### config.mk
export PLATFORM = sky130hd
export DESIGN_NAME = dcm_ps_ctrl
export DESIGN_NICKNAME = d
export VERILOG_FILES = /design/src/rtl/dcm_ps_ctrl.sv
export SDC_FILE = /design/constraint.sdc
export NUM_CORES = 1
export LEC_CHECK = 0
export BUFFER_PORTS_ARGS = -buffer_cell sky130_fd_sc_hd__buf_2
export CORE_UTILIZATION = 35
export DETAILED_ROUTE_END_ITERATION = 6
export SLEW_MARGIN = 20
export SYNTH_ARGS = -nofsm -noshare
export SYNTH_HDL_FRONTEND = slang
export SYNTH_SLANG_ARGS = --single-unit
export TNS_END_PERCENT = 50
### constraint.sdc
create_clock -name psclk -period 2.95 [get_ports psclk]
set_input_delay 0.59 -clock psclk [delete_from_list [all_inputs] [get_ports psclk]]
set_output_delay 0.59 -clock psclk [all_outputs]
set_load 0.05 [all_outputs]
### src/rtl/dcm_ps_ctrl.sv
// DCM variable phase-shift initiator: steps PSEN/PSINCDEC one tap per PSDONE until POSITION
// reaches a clamped signed target. Optional PSDONE watchdog under `DCM_PS_TIMEOUT_EN.
module dcm_ps_ctrl #(
  parameter int unsigned PS_WIDTH       = 9,
  parameter int unsigned PS_MAX         = 255,
  parameter int unsigned SETTLE_CYCLES  = 2,
  parameter int unsigned TIMEOUT_CYCLES = 1023
) (
  input  logic                       psclk,
  input  logic                       rst_n,
  input  logic                       req,
  input  logic signed [PS_WIDTH-1:0] target,
  output logic                       req_ack,
  input  logic                       locked,
  input  logic                       psdone,
  output logic                       psen,
  output logic                       psincdec,
  output logic signed [PS_WIDTH-1:0] position,
  output logic                       busy,
  output logic                       done,
  output logic                       err
);

  typedef enum logic [2:0] {
    StIdle,
    StWaitLock,
    StIssue,
    StWaitDone,
    StSettle,
    StFinish
  } state_e;

  localparam logic signed [PS_WIDTH-1:0] PsMaxP = PS_WIDTH'(PS_MAX);
  localparam logic signed [PS_WIDTH-1:0] PsMinP = -PsMaxP;

  state_e                     state_q, state_d;
  logic signed [PS_WIDTH-1:0] tgt_q, tgt_d;
  logic signed [PS_WIDTH-1:0] pos_q, pos_d;
  logic [3:0]                 settle_cnt_q, settle_cnt_d;
  logic                       psen_q, psen_d;
  logic                       psincdec_q, psincdec_d;
  logic                       req_ack_q, req_ack_d;
  logic                       busy_q, busy_d;
  logic                       done_q, done_d;
  logic                       err_q, err_d;

  logic signed [PS_WIDTH-1:0] tgt_clamped;
  logic                       clamp_hit;
  logic                       settle_last;

`ifdef DCM_PS_TIMEOUT_EN
  localparam int unsigned TmoW = $clog2(TIMEOUT_CYCLES + 1);
  logic [TmoW-1:0] tmo_cnt_q, tmo_cnt_d;
  logic            tmo_expire;
  // Fires so that DONE lands exactly TIMEOUT_CYCLES after the PSEN pulse.
  assign tmo_expire = (32'(tmo_cnt_q) + 32'd2) >= TIMEOUT_CYCLES;
`else
  logic unused_timeout;
  assign unused_timeout = ^TIMEOUT_CYCLES;
`endif

  always_comb begin
    tgt_clamped = target;
    clamp_hit   = 1'b0;
    if (target > PsMaxP) begin
      tgt_clamped = PsMaxP;
      clamp_hit   = 1'b1;
    end else if (target < PsMinP) begin
      tgt_clamped = PsMinP;
      clamp_hit   = 1'b1;
    end
  end

  // SETTLE always lasts at least one cycle, even with SETTLE_CYCLES = 0.
  assign settle_last = ({1'b0, settle_cnt_q} + 5'd1) >= 5'(SETTLE_CYCLES);

  always_comb begin
    state_d      = state_q;
    tgt_d        = tgt_q;
    pos_d        = pos_q;
    settle_cnt_d = settle_cnt_q;
    psincdec_d   = psincdec_q;
    err_d        = err_q;
    psen_d       = 1'b0;
    req_ack_d    = 1'b0;
    done_d       = 1'b0;
`ifdef DCM_PS_TIMEOUT_EN
    tmo_cnt_d    = tmo_cnt_q;
`endif
    unique case (state_q)
      StIdle: begin
        if (!locked) pos_d = '0;
        if (req) begin
          req_ack_d = 1'b1;
          tgt_d     = tgt_clamped;
          err_d     = clamp_hit;
          state_d   = StWaitLock;
        end
      end
      StWaitLock: begin
        if (locked) state_d = (tgt_q == pos_q) ? StFinish : StIssue;
      end
      StIssue: begin
        if (!locked) begin
          err_d   = 1'b1;
          pos_d   = '0;
          state_d = StFinish;
        end else begin
          psen_d     = 1'b1;
          psincdec_d = tgt_q > pos_q;
          state_d    = StWaitDone;
`ifdef DCM_PS_TIMEOUT_EN
          tmo_cnt_d  = '0;
`endif
        end
      end
      StWaitDone: begin
        if (!locked) begin
          err_d   = 1'b1;
          pos_d   = '0;
          state_d = StFinish;
        end else if (psdone) begin
          pos_d        = psincdec_q ? pos_q + 1'b1 : pos_q - 1'b1;
          settle_cnt_d = '0;
          state_d      = StSettle;
        end
`ifdef DCM_PS_TIMEOUT_EN
        else if (tmo_expire) begin
          err_d   = 1'b1;
          state_d = StFinish;
        end else begin
          tmo_cnt_d = tmo_cnt_q + TmoW'(1);
        end
`endif
      end
      StSettle: begin
        if (!locked) begin
          err_d   = 1'b1;
          pos_d   = '0;
          state_d = StFinish;
        end else if (settle_last) begin
          state_d = (pos_q == tgt_q) ? StFinish : StIssue;
        end else begin
          settle_cnt_d = settle_cnt_q + 4'd1;
        end
      end
      StFinish: begin
        done_d  = 1'b1;
        state_d = StIdle;
      end
      default: state_d = StIdle;
    endcase
    busy_d = (state_d != StIdle);
  end

  always_ff @(posedge psclk or negedge rst_n) begin
    if (!rst_n) begin
      state_q      <= StIdle;
      tgt_q        <= '0;
      pos_q        <= '0;
      settle_cnt_q <= '0;
      psen_q       <= 1'b0;
      psincdec_q   <= 1'b0;
      req_ack_q    <= 1'b0;
      busy_q       <= 1'b0;
      done_q       <= 1'b0;
      err_q        <= 1'b0;
    end else begin
      state_q      <= state_d;
      tgt_q        <= tgt_d;
      pos_q        <= pos_d;
      settle_cnt_q <= settle_cnt_d;
      psen_q       <= psen_d;
      psincdec_q   <= psincdec_d;
      req_ack_q    <= req_ack_d;
      busy_q       <= busy_d;
      done_q       <= done_d;
      err_q        <= err_d;
    end
  end

`ifdef DCM_PS_TIMEOUT_EN
  always_ff @(posedge psclk or negedge rst_n) begin
    if (!rst_n) tmo_cnt_q <= '0;
    else        tmo_cnt_q <= tmo_cnt_d;
  end
`endif

  assign psen     = psen_q;
  assign psincdec = psincdec_q;
  assign req_ack  = req_ack_q;
  assign position = pos_q;
  assign busy     = busy_q;
  assign done     = done_q;
  assign err      = err_q;

endmodule

==> impl_metrics.py, run 1 <==
metrics = {
    "setup_path": {
        "start_kind": "register",
        "path_class": "reg -> reg",
        "regToRegStartpoint": "psincdec",
        "cp-endpoint": "position[8]",
        "required_ps": 3140,
        "critPathMaxFanout": 7,
        "cp.arrival_ps": 2240,
        "worstReg2RegEnd": "position[8]",
        "rrSetupSlack_ps": 890,
        "reg2reg_depth": 7,
        "crit_start": "psincdec",
        "cp-end-kind": "register",
    },
    "pwr": {
        "combinationalPowerShare_pct": 56.7,
        "clkPwrFrac_pct": 14.6,
        "max-vdd-ir-drop_uv": 487,
        "p_sw_share_pct": 47.5,
        "p_sw_mw": 1.21,
        "seq_power_share_pct": 28.8,
        "power_density_mw_per_mm2": 1140,
        "leakage_nw": 1.11,
        "p_int_mw": 1.34,
    },
    "floorplanning": {
        "ios": 29,
        "die-area_mm2": 0.00589,
        "fp-row-count": 26,
        "die_y_um": 76.7,
        "initial_core_util_pct": 37.3,
        "die_w_um": 76.7,
        "core_area_mm2": 0.00524,
    },
    "clocking": {
        "cts_root_buf": "clkbuf_8",
        "cts_hold_buf": 0,
        "cts-buffers-inserted": 5,
        "cts.htree.levels": 2,
        "cts_tree": "done",
        "post_cts_resized": 0,
        "postCtsSetupBuffers": 0,
        "clk_pin_slew_ps": 70,
        "ctsLongestPathBuffers": 2,
        "worstSkewPairLatency_ps": 290,
        "clock-sinks": 31,
    },
    "final_layout": {
        "fin_util_pct": 42.9,
        "drive_above_1_share_pct": 20.2,
        "final_cells": 312,
        "nets": 275,
        "fin_area_mm2": 0.00224,
        "syn_to_final_growth_pct": 14.9,
        "insertedDiodeCount": 0,
    },
    "synthesis": {
        "synth-warning-count": 0,
        "synth_flop_cell": "dfrtp_1",
        "syn_inst": 212,
        "synth.distinct_cells": 48,
        "avgSynthCellArea_um2": 9.22,
        "ys_seq_area_share_pct": 39.7,
        "ys_async_sr_fraction_pct": 100,
        "ys_seq_elements": 31,
        "syn_nets": 246,
        "synth_edf_count": 0,
        "netlist_area_mm2": 0.00195,
    },
    "sta": {
        "min_period_ps": 2060,
        "finClkSkew_ps": 9.11,
        "rsz0062_at_grt": "no",
        "hold_viol": 0,
        "finalCritPeriodShare_pct": 69.7,
        "fmax_ghz": 0.486,
        "slew_violations": 0,
        "finalHoldWorstSlack_ps": 343,
        "tns_ps": 0,
        "worstMarginPinSlew_ps": 703,
        "setup_viol": 0,
        "slew_headroom_pct": 53.0,
    },
    "place": {
        "dp_hpwl_um": 2970,
        "dpl_cell_area_mm2": 0.00214,
        "dp_cells": 304,
        "place.gp.congestion": 0.830,
        "port_buffers": 28,
    },
    "detailed_routing": {
        "wl_per_cell_um": 12.8,
        "first_pass_iters": 4,
        "routed_wl_um": 3980,
        "vias": 1542,
        "vias_per_cell": 4.94,
        "route.detailed.drc": 0,
        "drtIter0Drc": 78,
        "ant_nets": 0,
    },
    "global_route": {
        "grt.total_usage_pct": 15.0,
        "grt_pass1_vias": 1552,
        "gr-total-overflow": 0,
        "grt_antenna_before_repair": 0,
        "grt_max_degree": 32,
        "grt_pass1_wl_um": 7090,
    },
    "job": {
        "cap_violations": 0,
    },
    "status": {
        "status": "finished, final reports clean",
    },
    "hold_path": {
        "hold_class": "in -> async",
    },
}
-- per-stage QoR --
stage                     power [mW]  setup slack, ps
after floorplan                 1.89              652
after global placement          2.17              860
after detailed placement        2.19              847
after CTS                       2.57              899
after global routing            2.78              698
final                           2.55              893
-- routing by layer --
layer / GRT usage (%) / wire length (um) / up-vias
li1: - / - / 793
met1: 18.9 / 1850 / 720
met2: 25.5 / 1940 / 23
met3: 3.69 / 149 / 6
met4: 4.23 / 40 / 0
met5: 0 / 0 / -
-- critical path: stages, from the launching register on --
cell       delay [ps]
dfrtp_1           450
inv_1             180
ha_1              370
and2b_1           180
o2111ai_1         220
a31oi_1           130
xnor2_1           160
o311ai_1          260
-- cell usage after synthesis, types with 2 or more instances --
| master | count | area [um^2] |
|---|---|---|
| xnor2_1 | 3 | 26.3 |
| or4_1 | 2 | 15.0 |
| inv_1 | 16 | 60.1 |
| a21o_1 | 4 | 30.0 |
| dfrtp_1 | 31 | 776 |
| o21ai_1 | 19 | 95.1 |
| or3_1 | 2 | 12.5 |
| nand4_1 | 3 | 18.8 |
| nor2_1 | 10 | 37.5 |
| nor2b_1 | 2 | 12.5 |
| nand2b_1 | 10 | 62.6 |
| buf_2 | 3 | 15.0 |
| xor2_1 | 4 | 35.0 |
| nor3_1 | 6 | 30.0 |
| inv_2 | 2 | 7.51 |
| o21ai_0 | 4 | 20.0 |
| a31oi_1 | 4 | 25.0 |
| and2_1 | 2 | 12.5 |
| nand2_1 | 25 | 93.8 |
| o21ai_2 | 2 | 17.5 |
| ha_1 | 19 | 238 |
| a21oi_1 | 13 | 65.1 |
-- final cells by class --
cell class,instances,area [um^2]
inverters,18,67.6
repair buffers,28,140
clock buffers,8,100
flip-flops and latches,31,776
well taps,70,87.6
fillers,523,2990
multi-input cells,157,1070
-- power by group through the flow --
| stage | Combinational, mW | Sequential, mW | Clock, mW |
|---|---|---|---|
| final | 1.44 | 0.733 | 0.372 |
| after global routing | 1.63 | 0.758 | 0.398 |
| after CTS | 1.45 | 0.734 | 0.379 |
| after detailed placement | 1.45 | 0.742 | 0 |
| after global placement | 1.43 | 0.739 | 0 |
| after floorplan | 0.963 | 0.928 | 0 |
-- state kept, by name, indices dropped and copies added (netlist names), 3 cells and up --
signal	count
state_q	3
settle_cnt_q	4
position	9
tgt_q	9
-- worst min path at each step --
stage | startpoint | to | slack [ps] | cells after the start
2_1_floorplan | rst_n | busy | 290 | 0
6_report | rst_n | position[7] | 340 | 1
3_3_place_gp | settle_cnt_q[3] | settle_cnt_q[3] | 480 | 1
3_5_place_dp | settle_cnt_q[3] | settle_cnt_q[3] | 470 | 1
5_1_grt | rst_n | position[7] | 420 | 1
4_1_cts | rst_n | position[7] | 380 | 1
-- cell families (layout without fill, tap and decap cells) --
logic type / Yosys count / count (layout) / share of synthesized area [%]
and+or+nand+nor: 74 / 74 / 20.6
AOI/OAI and AO/OA: 55 / 55 / 17.4
DFF: 31 / 31 / 39.7
buffers and inverters: 24 / 54 / 5.38
adders and majority gates: 20 / 20 / 13.2
xor gates and xnor gates: 7 / 7 / 3.14
muxes: 1 / 1 / 0.576
-- cells in the final DEF (no fill, tap or decap), types with 3 or more instances in the layout --
cell	count
nor2_1	10
dfrtp_1	31
ha_1	19
xor2_1	4
xnor2_1	3
clkbuf_8	7
nand2_1	25
nand4_1	3
nor3_1	6
inv_1	16
o21ai_1	19
o21ai_0	4
buf_2	28
a31oi_1	4
nand2b_1	10
a21o_1	4
a21oi_1	13
No activity file was read; power rests on OpenSTA's default activity.
==> run 2, diff against run 1 <==
--- a/config.mk
+++ b/config.mk
@@ -5,6 +5,7 @@
 export SDC_FILE = /design/constraint.sdc
 export NUM_CORES = 1
 export LEC_CHECK = 0
+export ABC_AREA = 1
 export BUFFER_PORTS_ARGS = -buffer_cell sky130_fd_sc_hd__buf_2
 export CORE_UTILIZATION = 35
 export DETAILED_ROUTE_END_ITERATION = 6
==> constraint.sdc (replaced) <==
create_clock -name psclk -period 2 [get_ports psclk]
set_input_delay 0.4 -clock psclk [delete_from_list [all_inputs] [get_ports psclk]]
set_output_delay 0.4 -clock psclk [all_outputs]
set_load 0.05 [all_outputs]
==> run 2 against run 1 <==
Net effect: area after synthesis up 7.6%; setup slack lost 710 ps; non-clock buffer count is 4 higher; via count rose by 16%; cell area grew 8.9%; clock-buffer cell count is 1 lower; critical endpoint is now position[5]; highest routed layer unchanged; register-to-register slack lost 710 ps.
==> impl_metrics.py, run 2 <==
metrics = {
    "synthesis": {
        "ys_async_sr_fraction_pct": 100,
        "syn_inst": 275,
        "synth_edf_count": 0,
        "synth_common_cells": "76 x nand2_1, 38 x inv_1, 31 x dfrtp_1, 19 x ha_1, 16 x a21oi_1",
        "synth_top_area_share_pct": 36.9,
        "synthXorXnorAreaFrac_pct": 1.67,
        "yosys.area_share.adder_pct": 12.3,
        "synth_compound_gate_area_share_pct": 12.2,
        "ys_seq_area_share_pct": 36.9,
        "synth_top_family_by_area": "simple AND/OR/NAND/NOR gates",
        "syn_nets": 309,
        "ys_seq_elements": 31,
        "synth-warning-count": 0,
        "synth_mux_area_share_pct": 0,
        "avgSynthCellArea_um2": 7.65,
        "synth_area_leader_cell": "dfrtp_1",
        "synth-simple-area-share_pct": 28.6,
        "netlist_area_mm2": 0.00210,
        "synth.most_common_cell": "nand2_1",
        "synth_flop_cell": "dfrtp_1",
        "synth.distinct_cells": 36,
        "synthTopCellsByArea": "dfrtp_1 37%, nand2_1 14%, ha_1 11%",
    },
    "final_layout": {
        "insertedDiodeCount": 0,
        "n_fill_cell": 560,
        "final_common_cell": "nand2_1",
        "nets": 345,
        "syn_to_final_growth_pct": 16.2,
        "mostFrequentLayoutCells": "76 x nand2_1, 38 x inv_1, 30 x dfrtp_1, 28 x buf_2, 18 x ha_1",
        "drive_above_1_share_pct": 19.6,
    },
    "sta": {
        "rsz0062_at_grt": "no",
        "worstMarginPinSlew_ps": 711,
        "finClkSkew_ps": 7.24,
        "hold_viol": 0,
        "fmax_ghz": 0.552,
        "slew_violations": 0,
        "setup_viol": 0,
        "finalCritPeriodShare_pct": 90.7,
        "min_period_ps": 1810,
        "tns_ps": 0,
        "slew_headroom_pct": 52.6,
    },
    "setup_path": {
        "worstReg2RegEnd": "position[5]",
        "cp.arrival_ps": 2030,
        "path_class": "reg -> reg",
        "reg2reg_depth": 8,
        "cp-end-kind": "register",
        "required_ps": 2220,
        "regToRegStartpoint": "psincdec",
        "start_kind": "register",
        "critPathMaxFanout": 7,
        "rrSetupSlack_ps": 190,
    },
    "detailed_routing": {
        "routed_wl_um": 4380,
        "route.detailed.drc": 0,
        "first_pass_iters": 4,
        "wl_per_cell_um": 11.4,
        "vias": 1791,
        "vias_per_cell": 4.68,
        "ant_nets": 0,
        "drtIter0Drc": 57,
    },
    "global_route": {
        "grt_max_degree": 32,
        "grt.total_usage_pct": 15.6,
        "grt_pass1_vias": 1637,
        "grt_pass1_wl_um": 7640,
        "grt_antenna_before_repair": 0,
        "gr-total-overflow": 0,
    },
    "floorplanning": {
        "fp-row-count": 27,
        "ios": 29,
        "die_y_um": 79.5,
        "initial_core_util_pct": 37.3,
        "die-area_mm2": 0.00632,
        "core_area_mm2": 0.00564,
        "die_w_um": 79.5,
    },
    "clocking": {
        "ctsLongestPathBuffers": 2,
        "cts.htree.levels": 2,
        "worstSkewPairLatency_ps": 280,
        "cts_tree": "done",
        "cts-buffers-inserted": 5,
        "clock-sinks": 31,
        "clk_pin_slew_ps": 70,
        "cts_hold_buf": 0,
        "cts_root_buf": "clkbuf_8",
    },
    "pwr": {
        "p_sw_share_pct": 51.8,
        "power_density_mw_per_mm2": 1700,
        "max-vdd-ir-drop_uv": 568,
        "seq_power_share_pct": 26.5,
        "leakage_nw": 1.32,
        "clkPwrFrac_pct": 10.9,
        "combinationalPowerShare_pct": 62.6,
        "p_int_mw": 2.00,
        "finalPower_mw": 4.14,
        "p_sw_mw": 2.15,
    },
    "place": {
        "place.gp.congestion": 0.879,
        "port_buffers": 28,
        "dp_hpwl_um": 3430,
    },
    "hold_path": {
        "hold_class": "in -> async",
    },
    "job": {
        "cap_violations": 0,
    },
    "status": {
        "status": "finished, final reports clean",
    },
}
-- run 2: changes by cell type in the layout (fill, tap and decap cells not counted), sizes merged, moves of 6 or more --
cell and change:
nand2 +52, inv +25, nand3 +16, nand2b -9
nor2 +8, nor3 -6
-- run 2: worst max-delay path by stage --
| stage | start | endpoint | slack [ps] | depth (start not counted) |
|---|---|---|---|---|
| 6_report | psincdec | position[5] | 190 | 8 |
| 5_1_grt | psincdec | position[5] | 9 | 8 |
| 4_1_cts | psincdec | position[5] | 180 | 8 |
| 3_5_place_dp | psincdec | position[5] | 210 | 8 |
| 3_3_place_gp | position[8] | busy | 180 | 11 |
| 2_1_floorplan | position[0] | position[6] | 80 | 7 |
-- run 2: cell families (layout without fill, tap and decap cells) --
group	after synthesis	count (layout)
fa+ha+maj	20	20
simple gates	128	128
compound gates	46	46
buf+inv	46	82
xor+xnor	4	4
flops	31	31
-- run 2: final cells by class --
type	count	area, um^2	share of cell area, %
inverters	43	161	6.60
clock buffers	7	76.3	3.12
repair buffers	32	170	6.96
multi-input cells	198	1170	47.9
flip-flops and latches	31	777	31.8
well taps	72	90.1	3.68
-- run 2: worst max-delay path, stage by stage (launching register included) --
cell and delay [ps]:
dfrtp_2 440, inv_1 220, ha_1 320, a21oi_1 160, nand2_1 120, a21oi_1 220
or2_2 150, nand3_1 50, nand2_1 70
-- run 2: what timing repair did --
action / 4_1_cts / 5_1_grt
endpoints found under the setup margin: 0 / 2
buffers inserted: 0 / 3
hold endpoints to repair: 0 / 0
gates resized for setup: 0 / 3
-- run 2: power groups by stage --
stage | clock [mW] | sequential [mW] | combinational (mW)
2_1_floorplan | 0 | 1.39 | 1.68
4_1_cts | 0.474 | 1.10 | 2.53
5_1_grt | 0.505 | 1.13 | 2.97
6_report | 0.452 | 1.10 | 2.59
3_3_place_gp | 0 | 1.10 | 2.51
3_5_place_dp | 0 | 1.10 | 2.52
-- run 2: through the flow --
| stage | cell area [um^2] | setup slack [ps] | util (%) | hold slack [ps] | instances |
|---|---|---|---|---|---|
| 3_3_place_gp | 2330 | 181 | 41.2 | 469 | 373 |
| 3_5_place_dp | 2330 | 207 | 41.2 | 479 | 373 |
| 2_1_floorplan | 2100 | 77.5 | - | 104 | 275 |
| 4_1_cts | 2400 | 183 | 42.6 | 195 | 380 |
| 6_report | 2440 | 187 | 43.3 | 171 | 383 |
| 5_1_grt | 2440 | 8.98 | 43.3 | 230 | 383 |
-- run 2: metal layers --
layer / vias up / GRT usage (%) / part of all wire, % / wire [um]
li1: 963 / - / - / -
met1: 774 / 22.3 / 53 / 2300
met2: 49 / 22.9 / 41 / 1810
met3: 5 / 3.89 / 4.6 / 203
met4: 0 / 4.91 / 1.4 / 60
met5: - / 0 / 0 / 0
